==> src/rtl/kt8v_pkg.sv <==
// Shared definitions for the byte datapath feeding the 8-bit register stage.
package kt8v_pkg;

    // Byte width used throughout the datapath.
    localparam int DATA_W = 8;

    // Ceiling log2, usable in constant expressions for pointer and count widths.
    function automatic int clog2(input int value);
        int r;
        int v;
        r = 0;
        v = value - 1;
        while (v > 0) begin
            r = r + 1;
            v = v >> 1;
        end
        return r;
    endfunction

endpackage

==> src/rtl/reg_load_fifo.sv <==
// Byte FIFO upstream of the 8-bit register stage. Bytes arrive over a
// valid/ready handshake and leave as one-cycle load strobes (out_en/out_data)
// wired straight onto the register's en/in pins. hold stalls the loads.
// Occupancy is tracked by an explicit counter, so full/empty never rely on
// pointer comparison. There is no empty bypass: minimum latency is two edges.
module reg_load_fifo
    import kt8v_pkg::*;
#(
    parameter int WIDTH = DATA_W,
    parameter int DEPTH = 4
) (
    input  logic                    clk,
    input  logic                    reset,
    input  logic                    in_valid,
    input  logic [WIDTH-1:0]        in_data,
    output logic                    in_ready,
    input  logic                    hold,
    output logic                    out_en,
    output logic [WIDTH-1:0]        out_data,
    output logic [clog2(DEPTH):0]   count
);

    localparam int PTR_W = clog2(DEPTH);
    localparam int CNT_W = PTR_W + 1;
    localparam logic [CNT_W-1:0] FULL_CNT = CNT_W'(DEPTH);

    logic [WIDTH-1:0] mem [0:DEPTH-1];
    logic [PTR_W-1:0] wr_ptr;
    logic [PTR_W-1:0] rd_ptr;
    logic             push;
    logic             pop;

    // Ready depends only on registered occupancy (and reset), never on in_valid or hold.
    assign in_ready = reset && (count != FULL_CNT);
    assign push     = in_valid && in_ready;
    assign pop      = (count != '0) && !hold;

    // Storage is deliberately not reset; only the pointers and count define validity.
    always_ff @(posedge clk) begin
        if (push) begin
            mem[wr_ptr] <= in_data;
        end
    end

    // Pointer, occupancy and load-strobe state; reset discards everything queued.
    always_ff @(posedge clk or negedge reset) begin
        if (!reset) begin
            wr_ptr   <= '0;
            rd_ptr   <= '0;
            count    <= '0;
            out_en   <= 1'b0;
            out_data <= '0;
        end else begin
            if (push) begin
                wr_ptr <= wr_ptr + PTR_W'(1);
            end
            // out_data keeps its last value on idle cycles; only out_en drops.
            out_en <= pop;
            if (pop) begin
                out_data <= mem[rd_ptr];
                rd_ptr   <= rd_ptr + PTR_W'(1);
            end
            case ({push, pop})
                2'b10:   count <= count + CNT_W'(1);
                2'b01:   count <= count - CNT_W'(1);
                default: count <= count;
            endcase
        end
    end

endmodule

==> config.mk <==
export PLATFORM = sky130hd
export DESIGN_NAME = reg_load_fifo
export DESIGN_NICKNAME = d
export VERILOG_FILES = /design/src/rtl/kt8v_pkg.sv /design/src/rtl/reg_load_fifo.sv
export SDC_FILE = /design/constraint.sdc
export NUM_CORES = 1
export LEC_CHECK = 0
export ABC_AREA = 1
export ABC_CLOCK_PERIOD_IN_PS = 2350
export CAP_MARGIN = 20
export CORE_AREA = 2 2 67 69
export CTS_CLUSTER_DIAMETER = 200
export CTS_CLUSTER_SIZE = 12
export DETAILED_ROUTE_END_ITERATION = 6
export DIE_AREA = 0 0 69 71
export PLACE_DENSITY = 0.78
export SLEW_MARGIN = 20
export SYNTH_ARGS = -nofsm -noshare
export SYNTH_HDL_FRONTEND = slang
export SYNTH_SLANG_ARGS = --single-unit
==> constraint.sdc <==
create_clock -name clk -period 2.35 [get_ports clk]
set_input_delay 0.235 -clock clk [delete_from_list [all_inputs] [get_ports clk]]
set_output_delay 0.235 -clock clk [all_outputs]
set_load 0.01 [all_outputs]
==> impl_results.md, run 1 <==
* Max stage delay on crit path at roughly 440 ps
* Arrival time worst endpoint at around 2300 ps
* Reg2reg setup slack at 310 ps
* Startpoint Class: flop
* RSZ-0062 raised after global routing: false
* Worst hold path type: in -> async
* GP Congestion at 0.735
* Layout fillers at 360
* Synth unique cells at 22
* Die ar. at 0.00490 mm²
* Core area at 0.00420 mm²
* Layout Skew at 9.80 ps
* Hpwl dp at between 2000 and 3000 µm
* Most common cell on crit path: nand2_1
* Share of layout cells above drive strength 1 at between 10% and 20%
* Drc violations at 0
* Mapped cell area at 0.00218 mm²
* Synth warn at 0
* Status: finished clean
* CP required at around 2600 ps
* Placed cell area at 0.00248 mm²
* P per Cell Area at 1130 mW/mm²
* Number of core rows at 24
* CP cell instances: nor2_2 -> nand2_1 -> nand2_4 -> clkinv_4 -> ha_1 -> fa_1 -> inv_1 -> nand2_1 -> nand3_1 -> xor2_1
* Post-route ant nets at 0
* Max-cap violations at 0
* H-Tree Depth at 2
* Clock latency on the worst-skew pair at ~300 ps
* Drt pass-1 iters at 4
* Fmax at 491 MHz
* Total track usage at approximately 17%
* WL/cell at between 10 and 15 µm
* Register area at 0.00136 mm²
* Placed cell count at approximately 290
* Synthesized Nets at 231
* Fin nets at 264
* Synthesis-to-layout area growth at 18.7%
* IO buf count at 24
* GRT Residual Overflow at 0
* Part of the Yosys area used for sequential elements at 62.3%
* Setup Fix Bufs, Post-CTS at 0
* Final period util at 86.7%
* CTS Buf Count at 5
* Number of DRC markers in iteration 0 at 99
* Crit path time final at just over 2000 ps
* Final Max Tran Viols at 0
* CP top delay family: adder cells
* Setup Slack @ Placement at 258 ps
* Relative slew margins at 52.3%
* Critical path capture point type: flop
* Via count at 1430
* First-pass GRT wire length at 6400 µm
* Syn Inst Count at 213
* Drt total wl at 3900 µm
* Starting density of the core at 51.9%
* CTS sink cnt at 48
* Hold-fix buffers, CTS at 0
* #FFs+latches synth at 48
* Final core occ at between 60% and 70%
* Crit path buffers/inverters at 2
* Max clock buf depth at 2
* Most frequent cells in the layout: nand2_1 (67), inv_1 (44), edfxtp_1 (32), clkdlybuf4s50_1 (24), nand3_1 (17)
* Chip width at 69 µm
* Peak VDD IR at 0.000424 V
* Vias per inst at 4.78
* Clk root buf: clkbuf_8
* Clock-pin slew on the worst setup and hold paths at 90 ps
* Worst Setup Path Type: reg -> reg
* Final setup violating endpoints at 0
* Top-level port count at 25
* Commonest non-fill, non-tap cell in the layout: nand2_1
* Multi-input gate area at between 500 and 600 µm²
* Setup ws final at 312 ps
* Crit-path max FO at 12
* Hold Violations, Final at 0
* PostCTS Resize Cnt at 0
* Fin area at 0.00259 mm²
* Avg Cell Area, Syn at 10.3 µm²
* Stages on the worst setup path at 10
* Worst-margin pin slew at 716 ps
* Ant. Diodes at 0
* Number of global-route vias before repair at 1347
* Initial antenna violation count at 0
* Die Ht at ~71 µm
* Leakage at roughly 1.2 nW
* Worst Reg-to-Reg Cells at 10
* Pin count of the biggest net entering global routing at 19
* Fin cells at about 300
* Setup TNS at 0 ps
* Slowest cell on crit path: dfrtp_1
* CTS tree: done
==> path summary, 6_finish.rpt <==
path | from | end
min in group clk | out_data[3] | out_data[3]
max in group asynchronous | reset | out_data[5]
setup / recovery | count[1] | count[2]
hold reg to reg | out_data[3] | out_data[3]
hold / removal | reset | out_data[2]
setup reg to reg | count[1] | count[2]
==> area by class of cell <==
type	instances	area share [%]
Sequential cell	48	52.5
Clock inverter	3	1.64
Timing Repair Buffer	31	11.3
Multi-Input combinational cell	114	22.3
Tap cell	52	2.51
Clock buffer	5	2.66
Inverter	46	7.05
==> cell families (layout without fill, tap and decap cells) <==
family          Yosys count  after routing  share of synthesized area [%]
simple gates            102            102                           20.5
buf+inv                  51             85                           11.2
fa+ha+maj                 6              6                           3.78
xor+xnor                  4              4                           1.60
flops                    48             48                           62.3
compound gates            2              2                          0.573
==> synth_stat cells <==
master / instances / area share (%)
nand3_2: 1 / 0.46
nand2_4: 1 / 0.52
buf_6: 3 / 1.5
nor2_2: 1 / 0.29
edfxtp_1: 32 / 44
ha_1: 5 / 2.9
inv_6: 1 / 0.40
buf_4: 1 / 0.34
nand2_1: 67 / 12
xor2_1: 2 / 0.80
nand3_1: 17 / 3.9
inv_1: 44 / 7.6
nand4_1: 2 / 0.57
dfrtp_1: 16 / 18
fa_1: 1 / 0.92
xnor2_1: 2 / 0.80
a21boi_0: 1 / 0.34
nor2_1: 4 / 0.69
nand2_2: 9 / 2.6
clkinv_4: 1 / 0.40
o21ai_1: 1 / 0.23
buf_12: 1 / 0.92
==> where the power goes <==
part | total, W | switching (W) | internal [W]
Clock | 0.000583 | 0.000269 | 0.000315
Sequential | 0.00130 | 0.000203 | 0.00110
Combinational | 0.00104 | 0.000568 | 0.000473
==> routing by layer <==
metal / track usage (%) / vias up / part of all wire [%]
met1: 21.4 / 655 / 40
met2: 28.6 / 52 / 52
met4: 8.93 / 0 / 1.4
met3: 3.13 / 4 / 7.0
met5: 0 / - / 0
li1: - / 719 / -
==> per-stage QoR <==
step	power (W)	hold WS [ps]
floorplan	0.00201	-60.6
global placement	0.00232	463
detailed placement	0.00236	472
CTS	0.00295	333
global route	0.00313	358
finish	0.00292	332
==> sequential cells by signal, indices dropped and copies added, names as in the netlist <==
signal    flops
count         3
mem          32
out_data      8
out_en        1
rd_ptr        2
wr_ptr        2
Power figures use the tool's default switching activity.
==> inputs of run 2 (changes only) <==
--- a/config.mk
+++ b/config.mk
@@ -14,6 +14,8 @@
 export DETAILED_ROUTE_END_ITERATION = 6
 export DIE_AREA = 0 0 69 71
 export PLACE_DENSITY = 0.78
+export SKIP_CTS_REPAIR_TIMING = 1
+export SKIP_LAST_GASP = 1
 export SLEW_MARGIN = 20
 export SYNTH_ARGS = -nofsm -noshare
 export SYNTH_HDL_FRONTEND = slang
==> results of run 2 <==
The final DEF is identical to that of run 1; final timing and power are the same.
==> inputs of run 3 (changes only) <==
--- a/config.mk
+++ b/config.mk
@@ -6,14 +6,14 @@
 export NUM_CORES = 1
 export LEC_CHECK = 0
 export ABC_AREA = 1
-export ABC_CLOCK_PERIOD_IN_PS = 2350
+export ABC_CLOCK_PERIOD_IN_PS = 2620
 export CAP_MARGIN = 20
-export CORE_AREA = 2 2 67 69
+export CORE_AREA = 2 2 64 66
 export CTS_CLUSTER_DIAMETER = 200
 export CTS_CLUSTER_SIZE = 12
 export DETAILED_ROUTE_END_ITERATION = 6
-export DIE_AREA = 0 0 69 71
-export PLACE_DENSITY = 0.78
+export DIE_AREA = 0 0 66 68
+export PLACE_DENSITY = 0.85
 export SKIP_CTS_REPAIR_TIMING = 1
 export SKIP_LAST_GASP = 1
 export SLEW_MARGIN = 20
==> constraint.sdc (replaced) <==
create_clock -name clk -period 2.62 [get_ports clk]
set_input_delay 0.262 -clock clk [delete_from_list [all_inputs] [get_ports clk]]
set_output_delay 0.262 -clock clk [all_outputs]
set_load 0.01 [all_outputs]
==> impl_results.md, run 3 (synthesis gave the netlist of run 1 again) <==
* Commonest non-fill, non-tap cell in the layout: nand2_1
* Setup ws final at 568 ps (+256 ps)
* WL/cell at 12.5 µm (-4.3%)
* Fmax at 487 MHz (-0.70%)
* CTS Buf Count at 5 (unchanged)
* IO buf count at 24 (unchanged)
* Critical path capture point type: flop
* Clk root buf: clkbuf_8
* Drt total wl at 3690 µm (-5.6%)
* Vias per inst at 4.69 (-1.8%)
* P per Cell Area at 993 mW/mm² (-12%)
* Slowest cell on crit path: dfrtp_1
* Final Max Tran Viols at 0 (unchanged)
* Worst hold path type: in -> async
* Placed cell area at 0.00246 mm² (-0.71%)
* Clock-pin slew on the worst setup and hold paths at 80 ps (about the same)
* Top-level port count at 25 (unchanged)
* Max-cap violations at 0 (unchanged)
* Via count at 1385 (-3.1%)
* Die ar. at 0.00449 mm² (-8.4%)
* Layout fillers at 338 (-6.1%)
* H-Tree Depth at 2 (unchanged)
* Synthesis-to-layout area growth at 17.4%
* Hold Violations, Final at 0 (unchanged)
* Max clock buf depth at 2 (unchanged)
* Largest register FFs at 32 (unchanged)
* Internal Pwr Total at 0.00164 W (-13%)
* Register with the most flip-flops: mem
* Post-route ant nets at 0 (unchanged)
* Leakage at 1.21 nW (-1.0%)
* Initial antenna violation count at 0 (unchanged)
* Register area at 0.00136 mm² (unchanged)
* Pwr Total at 0.00254 W (-13%)
* Most common cell on crit path: nand2_1
* CP required at 2850 ps (+280 ps)
* Setup TNS at 0 ps (unchanged)
* GRT Residual Overflow at 0 (unchanged)
* Core area at 0.00386 mm² (-8.3%)
* Final period util at 78.3% (-8.4 points)
* CTS sink cnt at 48 (unchanged)
* Peak VDD IR at 0.000509 V (+20%)
* Startpoint Class: flop
* Status: finished clean
* Worst Setup Path Type: reg -> reg
* First-pass GRT wire length at 5910 µm (-7.8%)
* Total track usage at 18.9% (+1.8 points)
* CP cell instances: nor2_2 -> nand2_1 -> nand2_4 -> clkinv_4 -> ha_1 -> fa_1 -> inv_1 -> nand2_1 -> nand3_1 -> xor2_1
* Fin area at 0.00256 mm² (-1.1%)
* Most frequent cells in the layout: nand2_1 (67), inv_1 (44), edfxtp_1 (32), clkdlybuf4s50_1 (24), nand3_1 (17)
* Number of global-route vias before repair at 1257 (-6.7%)
* Share of layout cells above drive strength 1 at 10.6% (-1.1 points)
* Pin count of the biggest net entering global routing at 20 (+1)
* Largest regs: mem: 32 flops, out_data: 8 flops, count: 3 flops
* Die Ht at 68 µm (-4.2%)
* Relative slew margins at 54.1% (+1.9 points)
* Flop pwr share at 46.0% (+1.5 points)
* Max stage delay on crit path at 440 ps (about the same)
* GP Congestion at 0.752 (+2.3%)
* Multi-input gate area at 578 µm² (unchanged)
* Fin nets at 262 (-0.76%)
* CTS tree: done
* RSZ-0062 raised after global routing: false
* Starting density of the core at 56.6% (+4.7 points)
* Worst-margin pin slew at 688 ps (-28.1 ps)
* Setup Slack @ Placement at 522 ps (+265 ps)
* Arrival time worst endpoint at 2280 ps (+20 ps)
* Hpwl dp at 2600 µm (-4.6%)
* Drt pass-1 iters at 4 (unchanged)
* Switch share at 35.5% (-0.039 points)
* Number of core rows at 23 (-4.2%)
* P_sw at 0.000903 W (-13%)
* Clock Power Share at 18.1% (-1.9 points)
* Logic pwr share at 35.9% (+0.3 points)
* Crit path time final at 2050 ps (+14.4 ps)
* Drc violations at 0 (unchanged)
* Number of DRC markers in iteration 0 at 65 (-34%)
* Final setup violating endpoints at 0 (unchanged)
* Ant. Diodes at 0 (unchanged)
* Layout Skew at 7.55 ps (-2.25 ps)
* Chip width at 66 µm (-4.3%)
* Crit-path max FO at 12 (unchanged)
* Clock latency on the worst-skew pair at 300 ps (about the same)
==> run 3: through the flow <==
| stage | hold WS [ps] | util, % | instances |
|---|---|---|---|
| after global routing | 370 | 66.5 | 295 |
| after CTS | 344 | 66.5 | 295 |
| after detailed placement | 490 | 63.9 | 287 |
| after floorplan | -33.6 | - | 213 |
| final | 346 | 66.5 | 295 |
| after global placement | 468 | 63.9 | 287 |
==> run 3: cell type report <==
cell class / count / share of cell area, %
clock buffer: 8 / 3.91
sequential: 48 / 53.1
inverter: 46 / 7.13
multi-input combinational: 114 / 22.6
tap: 50 / 2.44
timing repair buffer: 29 / 10.8
==> run 3: metal layers <==
| metal | share of wire (%) | track usage (%) | wire (µm) | vias up |
|---|---|---|---|---|
| met3 | 4.0 | 4.44 | 146 | 7 |
| met5 | 0 | 0 | 0 | - |
| met1 | 42 | 23.7 | 1530 | 638 |
| met2 | 52 | 31.4 | 1930 | 25 |
| met4 | 2.2 | 8.67 | 81 | 0 |
| li1 | - | - | - | 715 |
==> run 3: path summary, 6_finish.rpt <==
kind                          endpoint         from  cells past startpoint  slack, ps
setup / recovery              count[2]     count[1]                     10        570
hold / removal             out_data[3]        reset                      2        350
setup reg to reg              count[2]     count[1]                     10        570
hold reg to reg            out_data[0]  out_data[0]                      2        500
max in group asynchronous    wr_ptr[1]        reset                      2       2080
min in group clk           out_data[0]  out_data[0]                      2        500
==> run 3: critical path, delay by kind of cell (launching register included) <==
family	cells	cell delay [ps]
xor+xnor	1	150
fa+ha+maj	2	630
buf+inv	2	190
flops	1	440
simple gates	5	560
==> run 3: power by group through the flow <==
stage	Combinational, W	Sequential, W	Clock (W)
after floorplan	0.000669	0.00113	0
after global placement	0.000890	0.00119	0
after detailed placement	0.000921	0.00119	0
after CTS	0.000926	0.00117	0.000467
after global routing	0.00104	0.00120	0.000506
final	0.000913	0.00117	0.000460
